[src/rtl/lut_sweep_engine.sv]
// Programmable truth-table evaluator: N_FN functions of N_IN inputs with
// registered direct evaluation and a valid/ready sweep that counts minterms.
module lut_sweep_engine #(
    parameter int unsigned N_IN = 4,
    parameter int unsigned N_FN = 3
) (
    input  logic                        clk,
    input  logic                        rst_n,
    input  logic                        cfg_we,
    input  logic [3:0]                  cfg_fn,
    input  logic [(1 << N_IN)-1:0]      cfg_tt,
    input  logic [N_IN-1:0]             ev_in,
    output logic [N_FN-1:0]             ev_out,
    input  logic                        start,
    output logic                        busy,
    output logic                        row_valid,
    input  logic                        row_ready,
    output logic [N_IN-1:0]             row_idx,
    output logic [N_FN-1:0]             row_val,
    output logic                        done,
    output logic [N_FN*(N_IN+1)-1:0]    count
);

    localparam int unsigned TT_W = 1 << N_IN;
    localparam int unsigned CW   = N_IN + 1;
    localparam logic [N_IN-1:0] LAST_IDX = N_IN'(TT_W - 1);

    typedef enum logic [1:0] {
        S_IDLE,
        S_RUN,
        S_DONE
    } state_t;

    state_t              state;
    logic [TT_W-1:0]     tt [N_FN];
    logic [N_IN-1:0]     idx;
    logic [N_IN-1:0]     idx_nxt;
    logic [N_FN-1:0]     col_first;
    logic [N_FN-1:0]     col_nxt;
    logic [N_FN-1:0]     col_ev;
    logic [CW-1:0]       cnt [N_FN];

    // Column reads of the table set: first row, next row and direct-eval row.
    always_comb begin
        idx_nxt   = idx + N_IN'(1);
        col_first = '0;
        col_nxt   = '0;
        col_ev    = '0;
        for (int j = 0; j < N_FN; j++) begin
            col_first[j] = tt[j][0];
            col_nxt[j]   = tt[j][idx_nxt];
            col_ev[j]    = tt[j][ev_in];
        end
    end

    // Tables are frozen during RUN so a sweep sees one consistent set.
    always_ff @(posedge clk) begin
        if (!rst_n) begin
            for (int j = 0; j < N_FN; j++) begin
                tt[j] <= '0;
            end
        end else if (cfg_we && (state != S_RUN)) begin
            for (int j = 0; j < N_FN; j++) begin
                if (cfg_fn == 4'(j)) begin
                    tt[j] <= cfg_tt;
                end
            end
        end
    end

    always_ff @(posedge clk) begin
        if (!rst_n) begin
            ev_out <= '0;
        end else begin
            ev_out <= col_ev;
        end
    end

    // Sweep controller; row_val is preloaded so it always matches row_idx.
    always_ff @(posedge clk) begin
        if (!rst_n) begin
            state     <= S_IDLE;
            idx       <= '0;
            busy      <= 1'b0;
            row_valid <= 1'b0;
            row_val   <= '0;
            done      <= 1'b0;
            for (int j = 0; j < N_FN; j++) begin
                cnt[j] <= '0;
            end
        end else begin
            case (state)
                S_IDLE: begin
                    done <= 1'b0;
                    if (start) begin
                        state     <= S_RUN;
                        idx       <= '0;
                        busy      <= 1'b1;
                        row_valid <= 1'b1;
                        row_val   <= col_first;
                        for (int j = 0; j < N_FN; j++) begin
                            cnt[j] <= '0;
                        end
                    end
                end
                S_RUN: begin
                    if (row_ready) begin
                        for (int j = 0; j < N_FN; j++) begin
                            cnt[j] <= cnt[j] + CW'(row_val[j]);
                        end
                        if (idx == LAST_IDX) begin
                            state     <= S_DONE;
                            row_valid <= 1'b0;
                            done      <= 1'b1;
                        end else begin
                            idx     <= idx_nxt;
                            row_val <= col_nxt;
                        end
                    end
                end
                S_DONE: begin
                    state <= S_IDLE;
                    done  <= 1'b0;
                    busy  <= 1'b0;
                end
                default: begin
                    state <= S_IDLE;
                end
            endcase
        end
    end

    assign row_idx = idx;

    for (genvar g = 0; g < N_FN; g++) begin : g_count
        assign count[g*CW +: CW] = cnt[g];
    end

endmodule

[config.mk]
export PLATFORM = sky130hd
export DESIGN_NAME = lut_sweep_engine
export DESIGN_NICKNAME = d
export VERILOG_FILES = /design/src/rtl/lut_sweep_engine.sv
export SDC_FILE = /design/constraint.sdc
export NUM_CORES = 1
export LEC_CHECK = 0
export ABC_CLOCK_PERIOD_IN_PS = 6900
export CORE_ASPECT_RATIO = 0.8
export CORE_MARGIN = 2
export CORE_UTILIZATION = 60
export CTS_BUF_LIST = sky130_fd_sc_hd__clkbuf_4
export CTS_CLUSTER_DIAMETER = 40
export DETAILED_ROUTE_END_ITERATION = 10
export PLACE_DENSITY = 0.95
export SYNTH_ARGS = -nofsm -noshare
export SYNTH_HDL_FRONTEND = slang
export SYNTH_SLANG_ARGS = --single-unit
export TNS_END_PERCENT = 5
[constraint.sdc]
create_clock -name clk -period 6.9 [get_ports clk]
set_input_delay 1.035 -clock clk [delete_from_list [all_inputs] [get_ports clk]]
set_output_delay 1.035 -clock clk [all_outputs]
set_load 0.05 [all_outputs]
* After elaboration in Yosys (flattened, before gate mapping)
Memory sizes are Yosys's and may differ from the RTL's.
Cells that the tools add are included.
** Operators by class
- Magnitude comparators :: 2
- Bitwise gates (word level) :: 9
- Reductions and logical operators :: 12
- Add/subtract/negate cells :: 4
- Equal/unequal tests :: 10
- Muxes and demuxes :: 62
** Operators with widths (number)
- 16-bit 2-to-1 mux :: 3
- 1-bit 2-to-1 mux :: 32
- 5-bit 2-to-1 mux :: 6
- 1-bit binary-select mux with 4-bit select :: 6
- 5-bit by 1-bit adder with 5-bit output :: 3
- 4-bit 2-to-1 mux :: 3
- 4-bit by 5-bit < comparator with 1-bit output (second input constant) :: 2
- 3-bit 2-to-1 mux :: 3
- 1-bit OR :: 9
- 2-bit inequality test (second input constant) :: 4
- 4-bit case mux with 2 select lines :: 1
- 4-bit AND reduction :: 2
- 2-bit 2-to-1 mux :: 3
- 1-bit case mux with 2 select lines :: 3
- 3-bit case mux with 2 select lines :: 1
- 3-bit AND reduction :: 2
- 2-bit nonzero test :: 3
- 4-bit by 1-bit adder with 4-bit output (second input constant) :: 1
- 4-bit by 1-bit equality test with 1-bit output (second input constant) :: 1
- 4-bit by 2-bit equality test with 1-bit output (second input constant) :: 1
- 4-bit equality test (second input constant) :: 1
- 4-bit zero test :: 1
- 2-bit case mux with 2 select lines :: 1
- 2-bit by 1-bit equality test with 1-bit output (second input constant) :: 1
- 6 further kinds :: 6
** Word-level totals
- Memories kept :: 2
- Input port bits :: 29
- RAM bits :: 63
- Word-level logic and storage cells :: 108
- Register bits :: 15
** Memory list
- tt :: words 3, width 16, read ports 3, clocked after Yosys merged registers in 0, write ports 3, line 35 : logic [TT_W-1:0] tt [N_FN];
- cnt :: words 3, width 5, read ports 3, clocked after Yosys merged registers in 0, write ports 3, line 41 : logic [CW-1:0] cnt [N_FN];

* Longest topological paths before layout
Gate-level depths: netlist of run 1.
- Word-level depth :: 6
- Mapped depth :: 7
- Depth with buffers taken out :: 6

* Worst setup path after synthesis of run 1
No wires, ideal clock.
- Path type :: input port to flip-flop
- Start point :: input cfg_fn[3]
- End point :: memory tt[0][0] (netlist name), enable pin
- Slack :: 3899 ps
- Setup time :: 415 ps
- Required time :: 6485 ps
- Cell stages on the path :: 3
- Arrival :: 2587 ps
- Path through :: nor3_1 -> nand2_1 -> o31ai_1
** RTL lines
- start, declared :: line 10 : input logic [3:0] cfg_fn,
- end, declared :: line 35

* Final worst setup path of run 1
- Start point :: register idx[0] (netlist: row_idx[0])
- End point :: output row_idx[0]
** RTL lines
- start, declared :: line 36 : logic [N_IN-1:0] idx;
- start signal, assigned :: line 116 : idx <= idx_nxt;
- end, declared :: line 18 : output logic [N_IN-1:0] row_idx,
No word-level cell between the ends.

==> out/qor.yml, run 1 <==
status:
  status: "finished clean"
setup_path:
  crit_buf_inv: 1
  critPathRequiredTime_ns: 5.86
  r2r_slack_ns: 3.97
  r2r_start: "row_idx[0]"
  path_cells: "clkdlybuf4s50_1"
  crit_arrival_ns: 2.21
  cp_max_fo: 19
  critPathSlowestCell: "clkdlybuf4s50_1"
  start_kind: "register"
  end_kind: "output pin"
  r2r-end: "row_val[2]"
  cp_top_family: "buffers and inverters"
  rr_worst_depth: 6
  crit_type: "reg -> out"
  cpPeakStageDelay_ns: 0.94
floorplanning:
  core_area_sq_um: 5940
  fp.dieH_um: 74.5
  placementRows: 25
  die_x_um: 92.1
  die_area_sq_um: 6860
  initial_utilization_pct: 62.7
  io_pins: 57
pwr:
  peakVddDrop_v: 0.000146
  power_per_cell_area_nw_per_um2: 218
  p_leak_uw: 0.00161
detailed_routing:
  drc: 0
  avgViaCountPerCell: 6.09
  num_vias: 2480
  final_antenna_net_count: 0
  wl_per_cell_um: 19.8
  dr.first_iter.drc_count: 170
  firstDrtPassIters: 5
  wl_um: 8060
logic_synthesis:
  ys_ff_latch: 78
  syn-cell-area_sq_um: 3730
  synth_edf_count: 63
  synth.area.top_cells: "edfxtp_1 (51%), mux4_2 (11%), dfxtp_1 (8.1%)"
  avgSynthCellArea_sq_um: 14.2
  ys_types: 40
  yosysTopAreaCell: "edfxtp_1"
  yosysTopAreaCellShare_pct: 50.8
  synth_common_cells: "edfxtp_1 (63), and2_1 (23), mux4_2 (18)"
  synthFlopType: "edfxtp_1"
  yosys_warnings: 0
  yosysSeqAreaShare_pct: 58.8
  syn_inst: 263
  synth_async_sr_flop_share_pct: 0
  syn_nets: 299
  synth_most_common_cell: "edfxtp_1"
place:
  dp_hpwl_um: 5860
  dpl-instance-area_sq_um: 4350
  gp_congestion: 0.822
  io_buffers: 56
min_path:
  hp-class: "reg -> reg"
  whs_endpoint: "done"
  min_from: "done"
  hold-path-cell-count: 2
clock_network:
  clockBufferDepth: 2
  cts_resized: 0
  cts_tree: "built"
  cts.clk_slew.worst_paths_ns: 0.12
  cts_root_buffer: "clkbuf_4"
  htree_levels: 3
  cts_buffers: 9
  clkSinkCount: 78
  postCtsSetupBuffers: 0
  worstSkewPairLatency_ns: 0.44
  ctsHoldBuffers: 0
timing:
  tns_ns: 0
  finalHoldViolations: 0
  finalCritPeriodShare_pct: 47.0
  setup_viol: 0
  max_slew.worst_pin.slew_ns: 0.999
  period_needed_ns: 3.24
  grt_setup_unrepaired: "false"
  fmax_mhz: 308
  finalClockSkew_ns: 0.0155
  drv_slew: 0
  slew_headroom_pct: 32.9
final_layout:
  antennaDiodeCount: 0
  final_nets: 357
  area_growth_pct: 20.5
  final_area_sq_um: 4490
  drive_gt1_share_pct: 14.4
global_route:
  grt_overflow_total: 0
  groute.usage.overall_pct: 25.3
  grt_max_degree: 23
  antenna_found_initial: 0
  grt_pass1_wl_um: 12500
  grt_pass1_vias: 2488
job:
  drv_cap: 0
power by group:
part | switching [uW] | internal (uW)
Combinational | 87.5 | 67.3
Sequential | 20.5 | 532
Clock | 162 | 111
Total | 270 | 710
per-layer routing:
metal | up-vias | share of wire [%] | wire length [um] | GRT usage, %
met5 | - | 0 | 0 | 0
met2 | 99 | 51 | 4080 | 43.5
met1 | 1226 | 40 | 3220 | 30.2
met3 | 15 | 7.0 | 566 | 8.71
li1 | 1140 | - | - | -
met4 | 0 | 2.3 | 188 | 9.62
area by class of cell:
| class | instances | area, sq um |
|---|---|---|
| clock buffer | 9 | 67.6 |
| clock inverter | 7 | 72.6 |
| fill | 402 | 1450 |
| inverter | 2 | 7.51 |
| multi-input combinational | 170 | 1460 |
| sequential | 78 | 2190 |
| tap | 81 | 101 |
| timing repair buffer | 60 | 591 |
stage by stage:
step	utilization (%)	setup WS [ns]	std cells	power (uW)	hold slack [ns]
after global routing	75.6	3.56	407	1020	0.496
after floorplan	-	3.90	263	659	0.548
final	75.6	3.66	407	980	0.470
after CTS	75.6	3.64	407	986	0.478
after detailed placement	73.2	3.89	391	717	0.462
after global placement	73.2	3.92	391	711	0.444
state kept, by name, summed over array words and instances (netlist names):
name and cells:
state 2, busy 1, ev_out 3, row_val 3, done 1, row_valid 1
cnt 15, row_idx 4, tt 48
worst max path at each step:
| stage | to | cells after the start | start |
|---|---|---|---|
| floorplan | tt[0][0] | 3 | cfg_fn[3] |
| global placement | ev_out[2] | 4 | ev_in[0] |
| detailed placement | ev_out[1] | 4 | ev_in[2] |
| CTS | row_idx[0] | 1 | row_idx[0] |
| finish | row_idx[0] | 1 | row_idx[0] |
| global route | row_idx[0] | 1 | row_idx[0] |
cells by family after synthesis:
| kind of cell | Yosys count | synth area share (%) |
|---|---|---|
| fa+ha+maj | 7 | 2.35 |
| mux | 31 | 14.6 |
| xor+xnor | 11 | 2.58 |
| simple gates | 82 | 11.9 |
| compound gates | 39 | 7.65 |
| flops | 78 | 58.8 |
| buf+inv | 15 | 2.15 |
cells in the final DEF (no fill, tap or decap), types with 5 or more instances in the layout:
cell             instances
and2_1                  23
mux4_2                  18
ha_1                     7
dfxtp_1                 15
edfxtp_1                63
nand2_1                  6
a21oi_1                  8
mux2i_1                  7
a22oi_1                  8
clkbuf_4                 9
nand3_1                 14
clkdlybuf4s50_1         56
xor2_1                   7
nor2_1                  17
nand2b_1                 5
mux2_2                   6
nor2b_1                  7
(Power assumes the default switching activity.)
==> run 2: changes to the inputs <==
--- a/config.mk
+++ b/config.mk
@@ -5,14 +5,14 @@
 export SDC_FILE = /design/constraint.sdc
 export NUM_CORES = 1
 export LEC_CHECK = 0
-export ABC_CLOCK_PERIOD_IN_PS = 6900
+export ABC_CLOCK_PERIOD_IN_PS = 3180
 export CORE_ASPECT_RATIO = 0.8
 export CORE_MARGIN = 2
-export CORE_UTILIZATION = 60
+export CORE_UTILIZATION = 56
 export CTS_BUF_LIST = sky130_fd_sc_hd__clkbuf_4
 export CTS_CLUSTER_DIAMETER = 40
 export DETAILED_ROUTE_END_ITERATION = 10
-export PLACE_DENSITY = 0.95
+export PLACE_DENSITY = 0.93
 export SYNTH_ARGS = -nofsm -noshare
 export SYNTH_HDL_FRONTEND = slang
 export SYNTH_SLANG_ARGS = --single-unit
==> constraint.sdc (replaced) <==
create_clock -name clk -period 3.18 [get_ports clk]
set_input_delay 0.477 -clock clk [delete_from_list [all_inputs] [get_ports clk]]
set_output_delay 0.477 -clock clk [all_outputs]
set_load 0.05 [all_outputs]
==> run 2 against run 1 <==
Net effect:
- worst setup slack lost 2.8 ns
- largest power group unchanged
- non-clock buffer count rose by 5
- routed wire length up 0.88%
- global-route usage down 1.3 points
- hold slack gained 0.0026 ns
- combinational power grew 120%
- sequential cell count is the same
==> out/qor.yml, run 2 (synthesis results as in run 1) <==
setup_path:
  end_kind: "output pin"  # unchanged
  path_cells: "buf_4 -> clkdlybuf4s50_1"  # was clkdlybuf4s50_1
  crit_type: "reg -> out"  # unchanged
  start_kind: "register"  # unchanged
  r2r_slack_ns: 0.94  # was 3.97 ns
  critPathRequiredTime_ns: 2.70  # was 5.86 ns
  rr_worst_depth: 6  # unchanged
  r2r-end: "row_val[1]"  # was row_val[2]
  critPathSlowestCell: "clkdlybuf4s50_1"  # unchanged
  cp_max_fo: 18  # was 19
  crit_arrival_ns: 1.88  # was 2.21 ns
  cpPeakStageDelay_ns: 0.84  # was 0.94 ns
  r2r_start: "row_idx[1]"  # was row_idx[0]
global_route:
  grt_busiest_layer: "met2"  # unchanged
  antenna_found_initial: 0  # unchanged
  met1_usage_pct: 32.1  # was 30.2%
  grt_use_met2_pct: 37.1  # was 43.5%
  grt.met3_usage_pct: 7.66  # was 8.71%
  grt_overflow_total: 0  # unchanged
  groute.usage.overall_pct: 23.9  # was 25.3%
  grt_max_degree: 19  # was 23
  grt_pass1_vias: 2514  # was 2488
  grt_pass1_wl_um: 13000  # was 12500 um
final_layout:
  largest_register: "tt"  # unchanged
  largest_register_ffs: 48  # unchanged
  layout.cells.non_filler: 415  # was 407
  antennaDiodeCount: 0  # unchanged
  drive_gt1_share_pct: 15.7  # was 14.4%
  n_fill_cell: 421  # was 402
  mostFrequentLayoutCells: "edfxtp_1 (63), clkdlybuf4s50_1 (56), and2_1 (23)"  # unchanged
  regArea_sq_um: 2190  # unchanged
  final_nets: 362  # was 357
  multi_input_area_sq_um: 1460  # unchanged
  final_common_cell: "edfxtp_1"  # unchanged
  area_growth_pct: 22.4  # was 20.5%
floorplanning:
  io_pins: 57  # unchanged
  core_area_sq_um: 6410  # was 5940 sq um
  fp.dieH_um: 77.0  # was 74.5 um
  placementRows: 26  # was 25
  die_x_um: 95.2  # was 92.1 um
  die_area_sq_um: 7330  # was 6860 sq um
  initial_utilization_pct: 58.2  # was 62.7%
pwr:
  p_leak_uw: 0.00165  # was 0.00161 uW
  power_per_cell_area_nw_per_um2: 489  # was 218 nW/um^2
  power_switching_share_pct: 26.5  # was 27.5%
  seqPwrFrac_pct: 53.7  # was 56.4%
  p_total_uw: 2230  # was 980 uW
  pwr-share-clk_pct: 31.0  # was 27.8%
  p_int_uw: 1640  # was 710 uW
  peakVddDrop_v: 0.000332  # was 0.000146 V
  pwr-share-comb_pct: 15.4  # was 15.8%
  switchingPower_uw: 592  # was 270 uW
min_path:
  min_from: "done"  # unchanged
  hp-class: "reg -> reg"  # unchanged
  hold-path-cell-count: 2  # unchanged
  whs_endpoint: "done"  # unchanged
detailed_routing:
  avgViaCountPerCell: 6.17  # was 6.09
  firstDrtPassIters: 5  # unchanged
  num_vias: 2560  # was 2480
  dr.first_iter.drc_count: 189  # was 170
  drc: 0  # unchanged
  wl_um: 8130  # was 8060 um
  final_antenna_net_count: 0  # unchanged
  wl_per_cell_um: 19.6  # was 19.8 um
clock_network:
  clockBufferDepth: 2  # unchanged
  clkSinkCount: 78  # unchanged
  cts_tree: "built"  # unchanged
  htree_levels: 3  # unchanged
  cts_root_buffer: "clkbuf_4"  # unchanged
  cts.clk_slew.worst_paths_ns: 0.13  # was 0.12 ns
  worstSkewPairLatency_ns: 0.44  # about the same
  cts_buffers: 9  # unchanged
  ctsHoldBuffers: 0  # unchanged
  cts_resized: 0  # unchanged
  postCtsSetupBuffers: 0  # unchanged
timing:
  period_needed_ns: 2.36
  finalHoldViolations: 0  # unchanged
  fmax_mhz: 424
  grt_setup_unrepaired: "false"  # unchanged
  slew_headroom_pct: 52.0  # was 32.9%
  tns_ns: 0  # unchanged
  setup_viol: 0  # unchanged
  finalCritPeriodShare_pct: 74.1
  drv_slew: 0  # unchanged
  max_slew.worst_pin.slew_ns: 0.701  # was 0.999 ns
  finalClockSkew_ns: 0.0138  # was 0.0155 ns
job:
  drv_cap: 0  # unchanged
place:
  placedCellCount: 399  # was 391
  gp_congestion: 0.923  # was 0.822
  dp_hpwl_um: 5790  # was 5860 um
  io_buffers: 56  # unchanged
status:
  status: "finished clean"  # unchanged
[run 2: cell types whose count changed in the layout (fill, tap and decap cells not counted)]
cell        previous run  this run
buf_4                  4         9
clkinv_4               1         3
bufinv_16              1         2
clkbuf_4               9        10
clkinvlp_4             2         0
clkinv_2               2         0
[run 2: area by class of cell]
| class | count | area share (%) |
|---|---|---|
| flip-flops and latches | 78 | 48.0 |
| inverters | 2 | 0.165 |
| well taps | 84 | 2.30 |
| repair buffers | 65 | 13.8 |
| clock inverters | 6 | 2.08 |
| multi-input cells | 170 | 32.0 |
| clock buffers | 10 | 1.65 |
[run 2: power groups by stage]
stage / Sequential, uW / Clock [uW] / Combinational [uW]
after detailed placement: 1220 / 0 / 341
final: 1200 / 691 / 343
after CTS: 1200 / 697 / 343
after global routing: 1200 / 738 / 364
after floorplan: 1290 / 0 / 144
after global placement: 1220 / 0 / 333
[run 2: how the worst max path moves through the flow]
stage,from,endpoint,slack [ns],cells after the start
3_5_place_dp,ev_in[2],ev_out[1],0.73,4
2_1_floorplan,state[0],tt[0][0],0.71,5
3_3_place_gp,ev_in[0],ev_out[0],0.80,4
6_report,row_idx[0],row_idx[0],0.82,2
5_1_grt,row_idx[0],row_idx[0],0.72,2
4_1_cts,row_idx[0],row_idx[0],0.80,2
[run 2: routing by layer]
layer | part of all wire, % | vias up | wire length [um]
met5 | 0 | - | 0
met4 | 1.9 | 0 | 155
met3 | 8.7 | 16 | 711
met2 | 48 | 174 | 3940
met1 | 41 | 1226 | 3320
li1 | - | 1144 | -
[run 2: per-stage QoR]
| stage | setup slack, ns | utilization (%) | hold WS (ns) | instance area [sq um] |
|---|---|---|---|---|
| after CTS | 0.802 | 71.2 | 0.480 | 4560 |
| final | 0.822 | 71.2 | 0.473 | 4560 |
| after floorplan | 0.707 | - | 0.548 | 3730 |
| after detailed placement | 0.735 | 68.5 | 0.463 | 4390 |
| after global routing | 0.723 | 71.2 | 0.525 | 4560 |
| after global placement | 0.804 | 68.5 | 0.443 | 4390 |
[run 2: critical path, delay by kind of cell, from the launching register on]
family                 cells  cell delay (ns)
DFF                        1             0.36
buffers and inverters      2             1.08
